**src/rtl/cs_resolve_pkg.sv**
```systemverilog
// ============================================================================
// Module  : cs_resolve_pkg
// Purpose : Shared FSM state type and sizing helpers for cs_resolve_seq.
// Revision: 1.0 - initial release
// ============================================================================
`default_nettype none

package cs_resolve_pkg;

  typedef enum logic [1:0] {
    IDLE = 2'd0,
    BUSY = 2'd1,
    DONE = 2'd2
  } state_t;

  function automatic int nchunk(input int width, input int chunk);
    return width / chunk;
  endfunction

  // A single-chunk build still needs a 1-bit index register.
  function automatic int idx_width(input int n);
    return (n > 1) ? $clog2(n) : 1;
  endfunction

endpackage

`default_nettype wire

```
**src/rtl/cs_chunk_add.sv**
```systemverilog
// ============================================================================
// Module  : cs_chunk_add
// Purpose : Combinational W-bit add with carry-in/carry-out (one resolve slice).
// Revision: 1.0 - initial release
// ============================================================================
`default_nettype none

module cs_chunk_add #(
  parameter int W = 8
) (
  input  logic [W-1:0] i_a,
  input  logic [W-1:0] i_b,
  input  logic         i_cin,
  output logic [W-1:0] o_sum,
  output logic         o_cout
);

  // Kept as a plain '+' so synthesis picks its own adder cells.
  assign {o_cout, o_sum} = {1'b0, i_a} + {1'b0, i_b} + {{W{1'b0}}, i_cin};

endmodule

`default_nettype wire

```
**src/rtl/cs_resolve_seq.sv**
```systemverilog
// ============================================================================
// Module  : cs_resolve_seq
// Purpose : Sequential carry-save to binary resolver, CHUNK bits per cycle.
//           Optional subtract mode enabled by defining CS_RESOLVE_SUB_EN.
// Revision: 1.0 - initial release
// ============================================================================
`default_nettype none

module cs_resolve_seq
  import cs_resolve_pkg::*;
#(
  parameter int WIDTH = 32,
  parameter int CHUNK = 8
) (
  input  logic             clk,
  input  logic             rst_n,
  input  logic             in_valid,
  output logic             in_ready,
  input  logic [WIDTH-1:0] in_sum,
  input  logic [WIDTH-1:0] in_carry,
`ifdef CS_RESOLVE_SUB_EN
  input  logic             in_sub,
`endif
  output logic             out_valid,
  input  logic             out_ready,
  output logic [WIDTH:0]   out_result
);

  localparam int c_nchunk = nchunk(WIDTH, CHUNK);
  localparam int c_idx_w  = idx_width(c_nchunk);
  localparam logic [c_idx_w-1:0] c_last_idx = c_idx_w'(c_nchunk - 1);

  state_t             r_state;
  logic               r_in_ready;
  logic               r_out_valid;
  logic [WIDTH:0]     r_result;
  logic [WIDTH-1:0]   r_sum_op;
  logic [WIDTH-1:0]   r_carry_op;
  logic [c_idx_w-1:0] r_idx;
  logic               r_cy;
  logic               r_sub;

  logic               w_in_sub;
  logic [CHUNK-1:0]   w_sum_chunk;
  logic [CHUNK-1:0]   w_carry_chunk;
  logic [CHUNK-1:0]   w_res_chunk;
  logic               w_cout;

`ifdef CS_RESOLVE_SUB_EN
  assign w_in_sub = in_sub;
`else
  assign w_in_sub = 1'b0;
`endif

  // Subtraction is a + ~b + 1: invert every carry chunk, seed carry with 1.
  assign w_sum_chunk   = r_sum_op[CHUNK*int'(r_idx) +: CHUNK];
  assign w_carry_chunk = r_carry_op[CHUNK*int'(r_idx) +: CHUNK] ^ {CHUNK{r_sub}};

  cs_chunk_add #(
    .W (CHUNK)
  ) u_chunk_add (
    .i_a    (w_sum_chunk),
    .i_b    (w_carry_chunk),
    .i_cin  (r_cy),
    .o_sum  (w_res_chunk),
    .o_cout (w_cout)
  );

  always_ff @(posedge clk) begin
    if (!rst_n) begin
      r_state     <= IDLE;
      r_in_ready  <= 1'b1;
      r_out_valid <= 1'b0;
      r_result    <= '0;
      r_sum_op    <= '0;
      r_carry_op  <= '0;
      r_idx       <= '0;
      r_cy        <= 1'b0;
      r_sub       <= 1'b0;
    end else begin
      case (r_state)
        IDLE: begin
          if (in_valid) begin
            r_sum_op   <= in_sum;
            r_carry_op <= in_carry;
            r_sub      <= w_in_sub;
            r_cy       <= w_in_sub;
            r_idx      <= '0;
            r_in_ready <= 1'b0;
            r_state    <= BUSY;
          end
        end
        BUSY: begin
          r_result[CHUNK*int'(r_idx) +: CHUNK] <= w_res_chunk;
          r_cy  <= w_cout;
          r_idx <= r_idx + 1'b1;
          if (r_idx == c_last_idx) begin
            r_result[WIDTH] <= w_cout;
            r_out_valid     <= 1'b1;
            r_state         <= DONE;
          end
        end
        DONE: begin
          if (out_ready) begin
            r_out_valid <= 1'b0;
            r_in_ready  <= 1'b1;
            r_state     <= IDLE;
          end
        end
        default: begin
          r_state     <= IDLE;
          r_in_ready  <= 1'b1;
          r_out_valid <= 1'b0;
        end
      endcase
    end
  end

  assign in_ready   = r_in_ready;
  assign out_valid  = r_out_valid;
  assign out_result = r_result;

endmodule

`default_nettype wire

```
**config.mk**
```make
export PLATFORM = sky130hd
export DESIGN_NAME = cs_resolve_seq
export DESIGN_NICKNAME = d
export VERILOG_FILES = /design/src/rtl/cs_resolve_pkg.sv /design/src/rtl/cs_chunk_add.sv /design/src/rtl/cs_resolve_seq.sv
export SDC_FILE = /design/constraint.sdc
export NUM_CORES = 1
export LEC_CHECK = 0
export ABC_AREA = 1
export BUFFER_PORTS_ARGS = -buffer_cell sky130_fd_sc_hd__buf_2
export CORE_ASPECT_RATIO = 1.75
export CORE_MARGIN = 4
export CORE_UTILIZATION = 25
export CTS_CLUSTER_DIAMETER = 60
export DETAILED_ROUTE_END_ITERATION = 8
export PLACE_DENSITY = 0.51
export SLEW_MARGIN = 10
export SYNTH_ARGS = -nofsm -noshare
export SYNTH_HDL_FRONTEND = slang
export SYNTH_SLANG_ARGS = --single-unit
```
**constraint.sdc**
```tcl
create_clock -name clk -period 3.6 [get_ports clk]
set_input_delay 1.08 -clock clk [delete_from_list [all_inputs] [get_ports clk]]
set_output_delay 1.08 -clock clk [all_outputs]
set_load 0.02 [all_outputs]
```
==> impl_metrics.ini <==
[synthesis]
yosys.area.top_type_share = 0.455
synth_flop_cell = dfxtp_1
synth-edff-count = 0
synth_most_common_cell = nor2_1
netlist_instances = 628
syn-num-nets = 712
syn_area_um2 = 4580
synth_warnings = 0
ys_seq_area_frac = 0.455
synth_area_leader_cell = dfxtp_1
netlist_top_cells_area = dfxtp_1 45%, nor2_1 15%, o21ai_0 11%
ys_seq_elements = 104
yosys-top-cells-count = 177 x nor2_1, 104 x dfxtp_1, 99 x o21ai_0, 78 x nand2_1, 35 x a21oi_1
ys_types = 32
async_flop_share = 0
avgSynthCellArea_um2 = 7.29

[flow_run]
drv_cap = 0

[critical_path]
path_cells = buf_4 -> inv_1 -> o21ai_0 -> o22ai_1 -> fa_1 -> fa_1 -> nand2_1 -> nand2_1 -> nand3_1 -> nand2_1 -> nand2_1 -> nand3_1 -> nor2_1 -> nand2_1 -> a21oi_1
worstPathMaxFanout = 29
arrival_ns = 3.13
max_stage_delay_ns = 0.44
criticalPathCategory = register to register
rr_worst_depth = 15
rr_startpoint = r_idx[0]
cpMostUsedCell = nand2_1
r2r-end = out_result[30]
crit_path_end_kind = register
startpoint_type = register
slowest_stage = fa_1
reg2reg_slack_ns = 0.74
critical_path_required_ns = 3.87

[sta]
maxSlewHeadroom = 0.561
finalSetupTns_ns = 0
fin_crit_ns = 2.86
fin_crit_sh = 0.794
fin_ws_ns = 0.743
max_freq_mhz = 350
setup_viol = 0
rsz0062_at_grt = no
finalClockSkew_ns = 0.00763
finalHoldViolCount = 0
maxSlewViolCount = 0
worstMarginPinSlew_ns = 0.658

[cts]
cts_buffer_depth = 2
cts_tree = done
ctsHoldBuffers = 0
clock-root-buffer = clkbuf_16
clock_latency_ns = 0.35
cts_num_sinks = 104
htree_levels = 3
numCtsBuffers = 9
post_cts_buffers = 0
ctsResizeCount = 0
path_clk_slew_ns = 0.07

[place]
hpwl_um = 11100
io_buffers = 102
gp_congestion = 0.830
place_ws_ns = 0.730

[die]
start_util = 0.254
coreArea_um2 = 18100
io_pins = 103
fp.dieH_um = 187
std_cell_rows = 65
die_width_um = 110
die-area_um2 = 20600

[layout]
ff_latch_area_um2 = 2080
finish.utilization = 0.311
nFillCells = 2023
layout-drive-gt1-share = 0.194
diodes = 0
final_nets = 799
syn2layout_area_growth_pct = 22.7
multi_input_area_um2 = 2270

[route]
first_iter_violations = 201
drc_errors = 0
wirelength_um = 14300
drtPass1Iterations = 4
antenna_left = 0
via_count = 4336
routedWlPerCell_um = 15.0
vias_per_cell = 4.55

[power_and_ir_drop]
finalPower_mw = 2.98
p_leak_nw = 2.43
ir_drop_uv = 217
powerDensity_nw_per_um2 = 530

[global_routing]
grt_pass1_wl_um = 22500
grt_pass1_vias = 4281
grt_max_degree = 65
grt.overflow.total = 0
antenna_found_initial = 0
grt.total_usage = 0.143

[hold_path]
min_path_cells = 2
min_path_type = register to register
min_to = out_result[24]
holdCritStartpoint = out_result[24]

[status]
status = complete, no violations
[per-layer routing]
metal,global-route usage,share of wire
met5,0,0
met4,0.0450,0.015
met3,0.0176,0.033
met2,0.274,0.56
met1,0.156,0.39
[metrics by stage]
step	hold WS (ns)	area, um^2	std cells
floorplan	0.449	4580	628
global placement	0.451	5310	938
detailed placement	0.454	5310	938
CTS	0.465	5620	954
global route	0.483	5620	954
finish	0.461	5620	954
[cells by family after synthesis]
family,Yosys count,synth area share
fa+ha+maj,16,0.0470
buf+inv,59,0.0508
xor+xnor,3,0.00574
simple gates,288,0.261
flops,104,0.455
compound gates,158,0.181
[cell type report]
class	instances	area share
clock buffer	11	0.0432
multi-input combinational	465	0.404
clock inverter	5	0.0116
inverter	24	0.0160
sequential	104	0.371
tap	234	0.0521
timing repair buffer	111	0.103
[cell usage in the layout (no fill, tap or decap), types with 2 or more instances in the layout]
cell type   instances
nor2_1            177
dfxtp_1           104
buf_2             102
o21ai_0            99
nand2_1            77
a21oi_1            35
inv_1              20
o22ai_1            16
nand3_1            14
ha_1               14
clkbuf_16           9
buf_4               9
nand4_1             7
inv_2               4
a22oi_1             4
nor2_4              3
nand2_2             2
xor2_1              2
nor3_1              2
fa_1                2
clkinvlp_4          2
[worst max-delay path: cells and delay by family, from the launching register on]
family          cells  cell delay [ns]
fa+ha+maj           2             0.85
simple gates        8             0.72
buf+inv             2             0.43
flops               1             0.40
compound gates      3             0.38
[worst max path at each step]
stage               startpoint             end  slack (ns)  depth (start not counted)
global route          r_idx[0]  out_result[30]        0.36                         15
global placement      r_idx[0]  out_result[12]        0.78                         12
detailed placement    r_idx[0]  out_result[12]        0.73                         12
floorplan             r_idx[0]  out_result[30]        0.98                         15
CTS                   r_idx[0]  out_result[12]        0.71                         12
finish                r_idx[0]  out_result[30]        0.74                         15
[flip-flops by register name, summed over array words and instances, names as in the netlist]
signal,cells
out_result,33
r_sum_op,32
r_carry_op,32
out_valid,1
r_cy,1
r_state,2
in_ready,1
r_idx,2
[report_power, final]
part	internal (mW)	total (mW)	switching (mW)
Clock	0.565	1.01	0.445
Combinational	0.225	0.661	0.436
Sequential	1.24	1.31	0.0663
Total	2.03	2.98	0.947
No activity file was read; power rests on OpenSTA's default activity.
